## src/rtl/mem_access_if.sv

```systemverilog
// Bus bundle for mem_access_unit: fetch port, data port and the single-port memory side.
// The unit connects through the slave modport; the requesters/memory environment use master.
interface mem_access_if;
    logic        if_req;
    logic [5:0]  if_addr;
    logic        if_ready;
    logic        if_fault;
    logic [31:0] if_data;

    logic        dm_req;
    logic        dm_we;
    logic [2:0]  dm_func3;
    logic [5:0]  dm_addr;
    logic [31:0] dm_wdata;
    logic        dm_ready;
    logic        dm_err;
    logic [31:0] dm_rdata;

    logic        mem_read;
    logic        mem_write;
    logic [2:0]  mem_func3;
    logic [5:0]  mem_addr;
    logic [31:0] mem_wdata;
    logic [31:0] mem_rdata;

    modport slave (
        input  if_req, if_addr, dm_req, dm_we, dm_func3, dm_addr, dm_wdata, mem_rdata,
        output if_ready, if_fault, if_data, dm_ready, dm_err, dm_rdata,
               mem_read, mem_write, mem_func3, mem_addr, mem_wdata
    );

    modport master (
        output if_req, if_addr, dm_req, dm_we, dm_func3, dm_addr, dm_wdata, mem_rdata,
        input  if_ready, if_fault, if_data, dm_ready, dm_err, dm_rdata,
               mem_read, mem_write, mem_func3, mem_addr, mem_wdata
    );
endinterface

```

## src/rtl/mem_access_unit.sv

```systemverilog
// Arbitrates fetch and data requests onto a single-port memory with alignment/legality checks.
// Define COMPRESSED_FETCH_EN to allow halfword-aligned fetches (16-bit compressed instructions).
module mem_access_unit (
    input  logic        clk,
    input  logic        rst,
    mem_access_if.slave bus
);
    typedef enum logic [1:0] {IDLE, ACCESS, RESP} state_t;

    state_t      state;
    logic [1:0]  starve_cnt;
    logic        sel_fetch;
    logic        lat_we;
    logic [2:0]  lat_func3;
    logic [5:0]  lat_addr;
    logic [31:0] lat_wdata;

    logic        fetch_ok;
    logic        grant_any;
    logic        grant_fetch;
    logic        g_we;
    logic        g_ok;
    logic [2:0]  g_func3;
    logic [5:0]  g_addr;
    logic [31:0] g_wdata;

    function automatic logic data_legal(input logic we, input logic [2:0] f3, input logic [5:0] a);
        logic size_ok;
        logic align_ok;
        if (we)
            size_ok = (f3 == 3'b000) || (f3 == 3'b001) || (f3 == 3'b010);
        else
            size_ok = (f3 == 3'b000) || (f3 == 3'b001) || (f3 == 3'b010) ||
                      (f3 == 3'b100) || (f3 == 3'b101);
        case (f3[1:0])
            2'b01:   align_ok = ~a[0];
            2'b10:   align_ok = (a[1:0] == 2'b00);
            default: align_ok = 1'b1;
        endcase
        return size_ok && align_ok;
    endfunction

`ifdef COMPRESSED_FETCH_EN
    assign fetch_ok = ~bus.if_addr[0];
`else
    assign fetch_ok = (bus.if_addr[1:0] == 2'b00);
`endif

    // Fetch wins only after the data port has taken two grants in a row over it.
    always_comb begin
        grant_any   = bus.if_req | bus.dm_req;
        grant_fetch = bus.if_req & (~bus.dm_req | (starve_cnt == 2'd2));
        g_we        = grant_fetch ? 1'b0     : bus.dm_we;
        g_func3     = grant_fetch ? 3'b010   : bus.dm_func3;
        g_addr      = grant_fetch ? bus.if_addr : bus.dm_addr;
        g_wdata     = grant_fetch ? 32'h0    : bus.dm_wdata;
        g_ok        = grant_fetch ? fetch_ok : data_legal(bus.dm_we, bus.dm_func3, bus.dm_addr);
    end

    assign bus.mem_addr  = (state == ACCESS) ? lat_addr  : 6'h0;
    assign bus.mem_func3 = (state == ACCESS) ? lat_func3 : 3'h0;
    assign bus.mem_wdata = bus.mem_write     ? lat_wdata : 32'h0;

    always_ff @(posedge clk or posedge rst) begin
        if (rst) begin
            state         <= IDLE;
            starve_cnt    <= 2'd0;
            sel_fetch     <= 1'b0;
            lat_we        <= 1'b0;
            lat_func3     <= 3'h0;
            lat_addr      <= 6'h0;
            lat_wdata     <= 32'h0;
            bus.mem_read  <= 1'b0;
            bus.mem_write <= 1'b0;
            bus.if_ready  <= 1'b0;
            bus.if_fault  <= 1'b0;
            bus.if_data   <= 32'h0;
            bus.dm_ready  <= 1'b0;
            bus.dm_err    <= 1'b0;
            bus.dm_rdata  <= 32'h0;
        end else begin
            case (state)
                IDLE: begin
                    if (!bus.if_req)
                        starve_cnt <= 2'd0;
                    else if (grant_fetch)
                        starve_cnt <= 2'd0;
                    else if (starve_cnt != 2'd2)
                        starve_cnt <= starve_cnt + 2'd1;
                    if (grant_any) begin
                        sel_fetch <= grant_fetch;
                        lat_we    <= g_we;
                        lat_func3 <= g_func3;
                        lat_addr  <= g_addr;
                        lat_wdata <= g_wdata;
                        if (g_ok) begin
                            state         <= ACCESS;
                            bus.mem_read  <= ~g_we;
                            bus.mem_write <= g_we;
                        end else begin
                            state <= RESP;
                            if (grant_fetch) begin
                                bus.if_ready <= 1'b1;
                                bus.if_fault <= 1'b1;
                            end else begin
                                bus.dm_ready <= 1'b1;
                                bus.dm_err   <= 1'b1;
                            end
                        end
                    end
                end
                ACCESS: begin
                    state         <= RESP;
                    bus.mem_read  <= 1'b0;
                    bus.mem_write <= 1'b0;
                    if (sel_fetch) begin
                        bus.if_ready <= 1'b1;
                        bus.if_data  <= bus.mem_rdata;
                    end else begin
                        bus.dm_ready <= 1'b1;
                        bus.dm_rdata <= lat_we ? 32'h0 : bus.mem_rdata;
                    end
                end
                RESP: begin
                    state        <= IDLE;
                    bus.if_ready <= 1'b0;
                    bus.if_fault <= 1'b0;
                    bus.if_data  <= 32'h0;
                    bus.dm_ready <= 1'b0;
                    bus.dm_err   <= 1'b0;
                    bus.dm_rdata <= 32'h0;
                end
                default: state <= IDLE;
            endcase
        end
    end
endmodule

```

## src/flat_wrapper.sv

```systemverilog
// flat-port wrapper written by rule: the top's interface ports become plain ports
module mem_access_unit_flat 
  (clk, rst, bus_if_req, bus_if_addr, bus_dm_req, bus_dm_we, bus_dm_func3, bus_dm_addr, bus_dm_wdata, bus_mem_rdata, bus_if_ready, bus_if_fault, bus_if_data, bus_dm_ready, bus_dm_err, bus_dm_rdata, bus_mem_read, bus_mem_write, bus_mem_func3, bus_mem_addr, bus_mem_wdata);
  mem_access_if bus_i ();
  input  logic clk;
  input  logic rst;
  input wire logic [$bits(bus_i.if_req)-1:0] bus_if_req;
  input wire logic [$bits(bus_i.if_addr)-1:0] bus_if_addr;
  input wire logic [$bits(bus_i.dm_req)-1:0] bus_dm_req;
  input wire logic [$bits(bus_i.dm_we)-1:0] bus_dm_we;
  input wire logic [$bits(bus_i.dm_func3)-1:0] bus_dm_func3;
  input wire logic [$bits(bus_i.dm_addr)-1:0] bus_dm_addr;
  input wire logic [$bits(bus_i.dm_wdata)-1:0] bus_dm_wdata;
  input wire logic [$bits(bus_i.mem_rdata)-1:0] bus_mem_rdata;
  output wire logic [$bits(bus_i.if_ready)-1:0] bus_if_ready;
  output wire logic [$bits(bus_i.if_fault)-1:0] bus_if_fault;
  output wire logic [$bits(bus_i.if_data)-1:0] bus_if_data;
  output wire logic [$bits(bus_i.dm_ready)-1:0] bus_dm_ready;
  output wire logic [$bits(bus_i.dm_err)-1:0] bus_dm_err;
  output wire logic [$bits(bus_i.dm_rdata)-1:0] bus_dm_rdata;
  output wire logic [$bits(bus_i.mem_read)-1:0] bus_mem_read;
  output wire logic [$bits(bus_i.mem_write)-1:0] bus_mem_write;
  output wire logic [$bits(bus_i.mem_func3)-1:0] bus_mem_func3;
  output wire logic [$bits(bus_i.mem_addr)-1:0] bus_mem_addr;
  output wire logic [$bits(bus_i.mem_wdata)-1:0] bus_mem_wdata;
  assign bus_i.if_req = bus_if_req;
  assign bus_i.if_addr = bus_if_addr;
  assign bus_i.dm_req = bus_dm_req;
  assign bus_i.dm_we = bus_dm_we;
  assign bus_i.dm_func3 = bus_dm_func3;
  assign bus_i.dm_addr = bus_dm_addr;
  assign bus_i.dm_wdata = bus_dm_wdata;
  assign bus_i.mem_rdata = bus_mem_rdata;
  assign bus_if_ready = bus_i.if_ready;
  assign bus_if_fault = bus_i.if_fault;
  assign bus_if_data = bus_i.if_data;
  assign bus_dm_ready = bus_i.dm_ready;
  assign bus_dm_err = bus_i.dm_err;
  assign bus_dm_rdata = bus_i.dm_rdata;
  assign bus_mem_read = bus_i.mem_read;
  assign bus_mem_write = bus_i.mem_write;
  assign bus_mem_func3 = bus_i.mem_func3;
  assign bus_mem_addr = bus_i.mem_addr;
  assign bus_mem_wdata = bus_i.mem_wdata;
  mem_access_unit u_core (.clk(clk), .rst(rst), .bus(bus_i));
endmodule
```

## config.mk

```make
export PLATFORM = sky130hd
export DESIGN_NAME = mem_access_unit_flat
export DESIGN_NICKNAME = d
export VERILOG_FILES = /design/src/rtl/mem_access_if.sv /design/src/rtl/mem_access_unit.sv /design/src/flat_wrapper.sv
export SDC_FILE = /design/constraint.sdc
export NUM_CORES = 1
export LEC_CHECK = 0
export BUFFER_PORTS_ARGS = -buffer_cell sky130_fd_sc_hd__buf_4
export CORE_AREA = 2 2 100 121
export DETAILED_ROUTE_END_ITERATION = 8
export DIE_AREA = 0 0 102 123
export PLACE_DENSITY = 0.83
export SYNTH_ARGS = -nofsm -noshare
export SYNTH_HDL_FRONTEND = slang
export SYNTH_SLANG_ARGS = --single-unit
```

## constraint.sdc

```tcl
create_clock -name clk -period 3.69 [get_ports clk]
set_clock_uncertainty 0.05 [all_clocks]
set_input_delay 0.738 -clock clk [delete_from_list [all_inputs] [get_ports clk]]
set_output_delay 0.738 -clock clk [all_outputs]
set_load 0.005 [all_outputs]
```

* Word level (Yosys, flattened, before mapping)
Index checks and enable logic that the tools add are counted.
W data, S select, Z words.
** Word-level totals
- Register bits :: 117
- Output and inout port bits :: 111
- Logic and storage cells :: 101
- Input bits :: 84
** Operators by class
- Reductions and logical operators :: 22
- Bitwise gates (word level) :: 6
- Eq/ne operators :: 18
- Mux-type cells :: 39
- Add/sub/neg operators :: 1
** Operator list (number)
- $mux W32 :: 5
- $pmux W32 S2 :: 2
- $mux W1 :: 15
- $mux W6 :: 2
- $mux W2 :: 5
- $pmux W1 S2 :: 5
- $reduce_and A5 Y1 :: 2
- $ne A2 B1 Y1 const B :: 4
- $ne A2 B2 Y1 const B :: 4
- $reduce_and A2 Y1 :: 4
- $reduce_and A4 Y1 :: 2
- $eq A2 B2 Y1 const B :: 3
- $eq A3 B3 Y1 const B :: 2
- $logic_not A2 Y1 :: 3
- $mux W3 :: 2
- $pmux W1 S3 :: 2
- $reduce_bool A2 Y1 :: 3
- $eq A2 B1 Y1 const B :: 2
- $logic_or A1 B1 Y1 :: 4
- $pmux W2 S2 :: 1
- $eq A3 B1 Y1 const B :: 1
- $eq A3 B2 Y1 const B :: 1
- $logic_not A3 Y1 :: 1
- $ne A3 B1 Y1 const B :: 1
- other kinds (7) :: 10

* Longest topological paths before layout
Gate-level depths: netlist of the first run.
- Depth after elaboration :: 11
- Mapped depth :: 8
- Mapped depth without buffers :: 7

* Worst setup path before layout of the first run
OpenSTA, ideal clock, no wires.
- Kind :: input -> register
- From :: input bus_dm_func3[0]
- To :: register u_core.bus.mem_read
- Path slack :: 1406 ps
- Arrival time :: 2109 ps
- Path buffers :: 0
- Stages :: 7
- Setup time :: 125 ps
- Cell sequence :: inv_1 > ha_1 > nor2b_1 > o32ai_1 > nor3_1 > o31ai_1 > mux2_2
** On the way
- Longest elaborated chain between the ends :: 10
- Elaborated cells on any way between the ends :: 17
** Ends and longest elaborated chain
- start, declared :: line flat_wrapper.sv:11 : input wire logic [$bits(bus_i.dm_func3)-1:0] bus_dm_func3;
- $eq A3 B1 Y1 or $logic_not A3 Y1 (tied branches) :: line mem_access_unit.sv:31, mem_access_unit.sv:33
- $logic_or A1 B1 Y1 (2 in series) :: line mem_access_unit.sv:31, mem_access_unit.sv:33
- $logic_or A1 B1 Y1 :: line mem_access_unit.sv:33 : size_ok = (f3 == 3'b000) || (f3 == 3'b001) || (f3 == 3'b010) ||
- $logic_or A1 B1 Y1 :: line mem_access_unit.sv:34 : (f3 == 3'b100) || (f3 == 3'b101);
- $mux W1 :: line mem_access_unit.sv:30 : if (we)
- $logic_and A1 B1 Y1 (*) :: line mem_access_unit.sv:40 : return size_ok && align_ok;
- $mux W1 (*) :: line mem_access_unit.sv:57 : g_ok = grant_fetch ? fetch_ok : data_legal(bus.dm_we, bus.dm_func3, bus.dm_addr);
- $ne A2 B1 Y1 (no source line) (*)
- $reduce_and A3 Y1 (no source line) (*)
- end signal, assigned :: line mem_access_unit.sv:98 : bus.mem_read <= ~g_we;
- end, declared :: line mem_access_if.sv:29 : mem_read, mem_write, mem_func3, mem_addr, mem_wdata
Mark *: on every way between the ends. The rest lies on a longest branch, timed or not.
A chain may end at the register's enable or synchronous reset.

* Final worst setup path of the first run
- From :: register u_core.state[0]
- To :: output bus_mem_func3[0]
** On the way
- Longest elaborated chain between the ends :: 2
** Ends and longest elaborated chain
- start, declared :: line mem_access_unit.sv:10 : state_t state;
- start signal, assigned :: line mem_access_unit.sv:66 : state <= IDLE;
- start signal, assigned :: line mem_access_unit.sv:97 : state <= ACCESS;
- start signal, assigned :: line mem_access_unit.sv:101 : state <= RESP;
- $eq A2 B1 Y1 :: line mem_access_unit.sv:61 : assign bus.mem_func3 = (state == ACCESS) ? lat_func3 : 3'h0;
- $mux W3 :: line mem_access_unit.sv:61
- end, declared :: line flat_wrapper.sv:23 : output wire logic [$bits(bus_i.mem_func3)-1:0] bus_mem_func3;
No other way between the ends.

==> results of run 1 <==
## flip-flops by register name, summed over array words and instances, names as in the netlist, 2 cells and up
signal / cells
u_core.bus.dm_rdata: 32
u_core.lat_addr: 6
u_core.lat_wdata: 32
u_core.state: 2
u_core.starve_cnt: 2
u_core.lat_func3: 3
u_core.bus.if_data: 32
## layer usage
metal | up-vias | global-route usage, % | part of all wire, %
met5 | - | 0 | 0
met4 | 0 | 9.67 | 2.3
met3 | 30 | 6.56 | 9.1
met2 | 224 | 34.2 | 48
met1 | 1979 | 26.1 | 40
li1 | 1890 | - | -
## layout make-up
| type | instances | area (um2) | area share [%] |
|---|---|---|---|
| Sequential cell | 117 | 2930 | 41.3 |
| Clock buffer | 18 | 439 | 6.20 |
| Timing Repair Buffer | 202 | 1530 | 21.6 |
| Inverter | 7 | 30.0 | 0.424 |
| Clock inverter | 14 | 198 | 2.79 |
| Tap cell | 157 | 196 | 2.77 |
| Multi-Input combinational cell | 280 | 1770 | 24.9 |
## power groups by stage
stage,clock network [uW],logic (uW),registers [uW]
after global routing,1870,1160,1810
after global placement,0,1020,1770
final,1770,1050,1770
after detailed placement,0,1060,1780
after CTS,1800,1060,1770
after floorplan,0,636,1700
## cells by family after synthesis
logic type,after synthesis
AOI/OAI and AO/OA,92
and+or+nand+nor,176
muxes,8
DFF,117
buffers and inverters,41
adders and majority gates,4
## worst max path at each step
| stage | from | to | slack (ns) | cells after the start |
|---|---|---|---|---|
| 4_1_cts | u_core.state[0] | bus_mem_func3[0] | 0.96 | 3 |
| 3_3_place_gp | bus_dm_func3[0] | u_core.bus.mem_write | 1.19 | 8 |
| 2_1_floorplan | bus_dm_func3[0] | u_core.bus.mem_read | 1.41 | 7 |
| 6_report | u_core.state[0] | bus_mem_func3[0] | 0.97 | 3 |
| 3_5_place_dp | bus_dm_func3[0] | u_core.bus.mem_write | 1.12 | 8 |
| 5_1_grt | u_core.state[0] | bus_mem_func3[0] | 0.82 | 3 |
## worst max-delay path, delay by kind of cell (launching register included)
family                 cells  cell delay, ns
flip-flops                 1            0.52
AND/OR/NAND/NOR            2            0.90
buffers and inverters      1            0.11
## per-stage QoR
stage | cell area, um2 | power, uW | utilization, % | setup WS (ns) | hold WS (ns)
5_1_grt | 7090 | 4830 | 62.1 | 0.823 | 0.458
2_1_floorplan | 4920 | 2330 | - | 1.41 | 0.392
6_report | 7090 | 4590 | 62.1 | 0.969 | 0.429
4_1_cts | 7090 | 4640 | 62.1 | 0.956 | 0.431
3_3_place_gp | 6450 | 2790 | 56.6 | 1.19 | 0.411
3_5_place_dp | 6450 | 2840 | 56.6 | 1.12 | 0.417
## cells in the mapped netlist (all sizes together)
master / instances / area [um2]
nand3: 32 / 160
nor3: 6 / 30.0
nor2: 11 / 57.6
nor2b: 4 / 25.0
o31ai: 2 / 15.0
o21ai: 12 / 60.1
inv: 7 / 26.3
ha: 4 / 50.1
nand2: 76 / 285
o32ai: 1 / 8.76
a32o: 1 / 10.0
buf: 17 / 138
clkbuf: 17 / 65.1
dfrtp: 117 / 2930
a21boi: 1 / 7.51
a22oi: 1 / 7.51
o21a: 4 / 30.0
a21oi: 1 / 5.00
mux2i: 6 / 60.1
nand2b: 4 / 25.0
o211ai: 2 / 15.0
a22o: 66 / 612
a21o: 1 / 7.51
or2: 2 / 12.5
mux2: 2 / 22.5
and2: 41 / 257
==> impl_results.rst, run 1 <==
.. list-table::
   :header-rows: 1

   * - Metric
     - Value
   * - Portion of netlist area occupied by mux cells
     - 1.68%
   * - Hold buffers post-CTS
     - 0
   * - Slack of the worst reg-to-reg path
     - 1.49 ns
   * - Min-Delay Path Depth
     - 2
   * - Most frequent standard cell in the layout excluding fill and tap cells
     - sky130_fd_sc_hd__buf_4
   * - Distinct cells, synth
     - 34
   * - Sinks on Clock Net
     - 117
   * - Required time of the worst setup path
     - 2.90 ns
   * - Mean number of vias per cell
     - 5.19
   * - Adder and majority cell fraction of the synthesized area
     - 1.02%
   * - Clock group share of total power
     - 38.5%
   * - Sequential share of power
     - 38.6%
   * - CTS root buf
     - sky130_fd_sc_hd__clkbuf_16
   * - Unrepaired setup endpoints after global routing
     - no
   * - Run status
     - complete, no violations
   * - Total gr overflow
     - 0
   * - Number of storage elements in the synthesis netlist
     - 117
   * - Launch instance of the worst register-to-register path
     - u_core.starve_cnt[0]
   * - Critical path data arrival time
     - 1.93 ns
   * - DRC
     - 0
   * - CTS-repair resized insts
     - 0
   * - Post-route insts no fill
     - 795
   * - Setup TNS Final
     - 0 ns
   * - Element type at the critical path end
     - output port
   * - Fin crit period
     - 2.72 ns
   * - Worst Reg-to-Reg Cells
     - 6
   * - Ratio of cells with drive above 1 in the final layout
     - 41.8%
   * - Proportion of total power due to net switching
     - 28.2%
   * - Number of nets in the finished design
     - 713
   * - Max stage delay cell, worst path
     - sky130_fd_sc_hd__nor2b_1
   * - Area of the die
     - 0.0125 mm2
   * - Cell breakdown of the critical path
     - nor2b_1, and2_1, buf_4
   * - Synthesized area divided by synthesized cell count
     - 11.2 um2
   * - First DRT Iteration DRCs
     - 176
   * - Most frequent cells in the layout
     - sky130_fd_sc_hd__buf_4 (201), sky130_fd_sc_hd__dfrtp_1 (117), sky130_fd_sc_hd__nand2_1 (76)
   * - Clock Tree Buf Depth
     - 2
   * - Count of fill cells added during filler insertion
     - 894
   * - Half-perimeter wire length after detailed placement
     - 9010 um
   * - Total of warnings raised by yosys
     - 0
   * - Post-Synthesis Cells
     - 438
   * - Antenna diode count
     - 0
   * - Clock latency of the later-clocked register in the worst-skew pair
     - 0.40 ns
   * - Max-cap violation count
     - 0
   * - Dominant combinational cell family by area after synthesis
     - simple AND/OR/NAND/NOR gates
   * - Worst Max-Slew Pin Slew
     - 1.05 ns
   * - Placeable core region
     - 0.0114 mm2
   * - Number of antenna violations at the first check in global routing
     - 0
   * - Total of buffers placed on input and output ports
     - 194
   * - Critical Path Fanout Max
     - 12
   * - Number of placement rows
     - 43
   * - TritonCTS clock tree
     - built
   * - Total routing usage reported by global routing
     - 21.2%
   * - Final estimated routing congestion in global placement
     - 0.821
   * - Max-Slew Margin vs Limit
     - 29.5%
   * - Chip width
     - 102 um
   * - Signed area change from the synthesized netlist to the final layout
     - 44.1%
   * - Number of nets produced by synthesis
     - 526
   * - Fin. Hold Viols
     - 0
   * - Combinational Power Share
     - 22.9%
   * - H-tree levels
     - 4
   * - Achievable Freq
     - 367 MHz
   * - Slew Viols, Final
     - 0
   * - Post-CTS setup-driven buffer insertion count
     - 0
   * - Post-Synth XOR/XNOR Area
     - 0%
   * - Sequential cell area fraction in the yosys report
     - 59.5%
   * - Maximum vdd ir drop
     - 343 uV
   * - Critical Path Start Type
     - flop
   * - Effective utilization at floorplan
     - 43.1%
   * - Clock slew at the register clock pins of the worst setup and hold paths
     - 0.06 ns
   * - Biggest cell delay along the critical path
     - 0.66 ns
   * - Final setup violation count
     - 0
   * - CP Class
     - flop to output port
   * - Reg-to-Reg End
     - u_core.bus.mem_write
   * - Internal
     - 3290 uW
   * - Syn Std Cell Area
     - 0.00492 mm2
   * - Vias in the first global route
     - 4178
   * - Standby leakage power
     - 0.00376 uW
   * - Vias after detailed routing
     - 4123
   * - Largest net degree at the start of global routing
     - 54
   * - Number of clock buffers inserted by TritonCTS
     - 17
   * - Cell area power density
     - 647 mW/mm2
   * - Post-synthesis simple-gate area fraction
     - 17.3%
   * - Number of placed I/O pins
     - 195
   * - Placed Cells
     - 763
   * - Global-route wire length before repair
     - 20500 um
   * - Total wirelength of the detailed-routed design
     - 13100 um
   * - Switch Pwr
     - 1290 uW
   * - Avg WL per Cell
     - 16.4 um
   * - Ratio of final minimum period to clock period
     - 73.8%
   * - Die height
     - 123 um
   * - Synthesized-area fraction occupied by ao, oa, aoi and oai cells
     - 15.8%
   * - Class of the tightest hold or removal check
     - flop to flop
   * - Iteration count of the initial detailed-routing pass
     - 4
   * - End point of the worst hold path
     - u_core.lat_addr[2]
   * - ANT nets after route
     - 0
   * - Min-Delay Startpoint
     - u_core.lat_addr[2]
Note: power is estimated with default switching activity, not from simulation.
==> run 2: changes to the inputs <==
- CORE_AREA: 2 2 100 121 -> 2 2 95 115
- DIE_AREA: 0 0 102 123 -> 0 0 97 117
- PLACE_DENSITY: 0.83 -> 0.87
- clock period: 3.69 -> 2.6 ns (I/O delays scaled with it)
==> run 2 against run 1 <==
Net effect:
- utilization grew 6.5 points
- clock power increased by 45%
- design area shrank 0.19%
- flip-flop and latch count is the same
- via count about the same
- clock-buffer cell count increased by 2
- cell count is 3.5% lower
- combinational power is 42% higher
- first-iteration DRC count is 1.7% lower
- power is 43% higher
- worst setup slack got worse by 0.58 ns
- global-route usage increased by 1.3 points
- critical endpoint is now bus_mem_wdata[16]
- largest cell class unchanged
- largest power group is now clock
- highest routed layer unchanged
==> impl_results.rst, run 2 (same netlist as run 1, synthesis figures left out) <==
.. list-table::
   :header-rows: 1

   * - Metric
     - Value
   * - Run status
     - complete, no violations
   * - Slew Viols, Final
     - 0 (unchanged)
   * - Clock latency of the later-clocked register in the worst-skew pair
     - 0.40 ns (about the same)
   * - Cell area power density
     - 926 mW/mm2 (+43%)
   * - TritonCTS clock tree
     - built
   * - Placeable core region
     - 0.0103 mm2 (-9.6%)
   * - Largest registers
     - u_core.bus.dm_rdata: 32 flops, u_core.bus.if_data: 32 flops, u_core.lat_wdata: 32 flops
   * - Critical path data arrival time
     - 1.65 ns (-0.28 ns)
   * - Antenna diode count
     - 0 (unchanged)
   * - Avg WL per Cell
     - 16.3 um (-1.1%)
   * - Number of clock buffers inserted by TritonCTS
     - 17 (unchanged)
   * - Post-route setup slack
     - 0.384 ns (-0.585 ns)
   * - DRC
     - 0 (unchanged)
   * - Chip width
     - 97 um (-4.9%)
   * - Iteration count of the initial detailed-routing pass
     - 4 (unchanged)
   * - Signed area change from the synthesized netlist to the final layout
     - 43.8%
   * - Minimum hold slack
     - 0.256 ns (-0.172 ns)
   * - Number of placement rows
     - 41 (-4.7%)
   * - Post-CTS setup-driven buffer insertion count
     - 0 (unchanged)
   * - Critical Path Start Type
     - flop
   * - Final setup violation count
     - 0 (unchanged)
   * - Number of nets in the finished design
     - 713 (unchanged)
   * - Number of placed I/O pins
     - 195 (unchanged)
   * - Total gr overflow
     - 0 (unchanged)
   * - Half-perimeter wire length after detailed placement
     - 8480 um (-5.9%)
   * - Footprint of the multi-input gates
     - 0.00177 mm2 (unchanged)
   * - Mean number of vias per cell
     - 5.37 (+3.6%)
   * - Total wirelength of the detailed-routed design
     - 12500 um (-4.6%)
   * - Unrepaired setup endpoints after global routing
     - no
   * - Area of the die
     - 0.0113 mm2 (-9.5%)
   * - First DRT Iteration DRCs
     - 173 (-1.7%)
   * - Fin. Hold Viols
     - 0 (unchanged)
   * - Total of buffers placed on input and output ports
     - 194 (unchanged)
   * - Largest net degree at the start of global routing
     - 118 (+120%)
   * - Max-Slew Margin vs Limit
     - 19.4% (-10 points)
   * - Global-route wire length before repair
     - 20200 um (-1.9%)
   * - CTS root buf
     - sky130_fd_sc_hd__clkbuf_16
   * - Element type at the critical path end
     - output port
   * - CP Class
     - flop to output port
   * - Clock slew at the register clock pins of the worst setup and hold paths
     - 0.05 ns (about the same)
   * - Required time of the worst setup path
     - 2.03 ns (-0.87 ns)
   * - Class of the tightest hold or removal check
     - input port to asynchronous set/reset pin
   * - Count of fill cells added during filler insertion
     - 743 (-17%)
   * - Clock Tree Buf Depth
     - 2 (unchanged)
   * - Standby leakage power
     - 0.00376 uW (about the same)
   * - Final estimated routing congestion in global placement
     - 0.835 (+1.7%)
   * - CTS-repair resized insts
     - 0 (unchanged)
   * - Total routing usage reported by global routing
     - 22.5% (+1.3 points)
   * - Most frequent standard cell in the layout excluding fill and tap cells
     - sky130_fd_sc_hd__buf_4
   * - Area taken by flip-flops and latches
     - 0.00293 mm2 (unchanged)
   * - Worst slack at placement
     - 0.243 ns (-0.881 ns)
   * - Effective utilization at floorplan
     - 47.7% (+4.6 points)
   * - Sinks on Clock Net
     - 117 (unchanged)
   * - H-tree levels
     - 4 (unchanged)
   * - Hold buffers post-CTS
     - 0 (unchanged)
   * - Ratio of final minimum period to clock period
     - 85.2%
   * - Setup TNS Final
     - 0 ns (unchanged)
   * - Worst Max-Slew Pin Slew
     - 1.21 ns (+0.155 ns)
   * - Maximum vdd ir drop
     - 485 uV (+42%)
   * - Die height
     - 117 um (-4.9%)
   * - Max-cap violation count
     - 0 (unchanged)
   * - Achievable Freq
     - 451 MHz
   * - Worst Reg-to-Reg Cells
     - 4 (-2)
   * - Vias after detailed routing
     - 4120 (-0.073%)
   * - Most frequent cells in the layout
     - sky130_fd_sc_hd__buf_4 (201), sky130_fd_sc_hd__dfrtp_1 (117), sky130_fd_sc_hd__nand2_1 (76)
   * - Ratio of cells with drive above 1 in the final layout
     - 41.7% (-0.16 points)
   * - Vias in the first global route
     - 4089 (-2.1%)
   * - Total Power
     - 6550 uW (+43%)
   * - ANT nets after route
     - 0 (unchanged)
   * - Fin crit period
     - 2.22 ns
   * - Critical Path Fanout Max
     - 34 (+22)
   * - Number of antenna violations at the first check in global routing
     - 0 (unchanged)
==> run 2: cell types whose count changed in the layout (fill, tap and decap cells not counted) <==
| cell | delta |
|---|---|
| sky130_fd_sc_hd__clkbuf_8 | +1 |
| sky130_fd_sc_hd__inv_6 | -4 |
| sky130_fd_sc_hd__clkinvlp_4 | +3 |
| sky130_fd_sc_hd__clkbuf_1 | +1 |
| sky130_fd_sc_hd__clkinv_2 | -1 |
| sky130_fd_sc_hd__clkinv_4 | -1 |
| sky130_fd_sc_hd__bufinv_16 | +1 |
==> run 2: through the flow <==
step / util [%] / std cells / cell area (um2)
6_report: 68.6 / 767 / 7070
5_1_grt: 68.6 / 767 / 7070
4_1_cts: 68.6 / 767 / 7070
3_5_place_dp: 62.2 / 735 / 6420
3_3_place_gp: 62.2 / 735 / 6420
2_1_floorplan: - / 438 / 4920
==> run 2: layout make-up <==
class                   count  area share, %
flip-flops and latches    117           41.4
multi-input cells         280           25.0
repair buffers            202           21.6
clock buffers              20           6.46
clock inverters            12           2.85
well taps                 129           2.28
inverters                   7          0.424
==> run 2: path summary, 6_finish.rpt <==
check                                     start                      to  slack, ns
setup / recovery           u_core.bus.mem_write       bus_mem_wdata[16]       0.38
hold / removal                              rst    u_core.lat_wdata[24]       0.26
setup reg to reg                u_core.state[0]     u_core.lat_wdata[6]       0.46
hold reg to reg              u_core.lat_addr[1]      u_core.lat_addr[1]       0.42
max in group asynchronous                   rst       u_core.bus.dm_err       1.81
min in group clk              bus_mem_rdata[25]  u_core.bus.if_data[25]       0.27
==> run 2: power breakdown <==
part / internal (uW) / total (uW) / switching, uW
Combinational: 820 / 1490 / 667
Sequential: 2210 / 2510 / 297
Clock: 1750 / 2560 / 806
==> run 2: worst max-delay path: stages (launching register included) <==
cell	delay, ns
sky130_fd_sc_hd__dfrtp_1	0.88
sky130_fd_sc_hd__and2_1	0.24
sky130_fd_sc_hd__buf_4	0.11
==> run 2: layer usage <==
metal  share of wire [%]  global-route usage [%]  up-vias
li1                    -                       -     1891
met3                 9.2                    7.78       21
met5                   0                       0        -
met4                 1.5                    7.70        0
met1                  40                    27.5     1983
met2                  49                    37.8      225
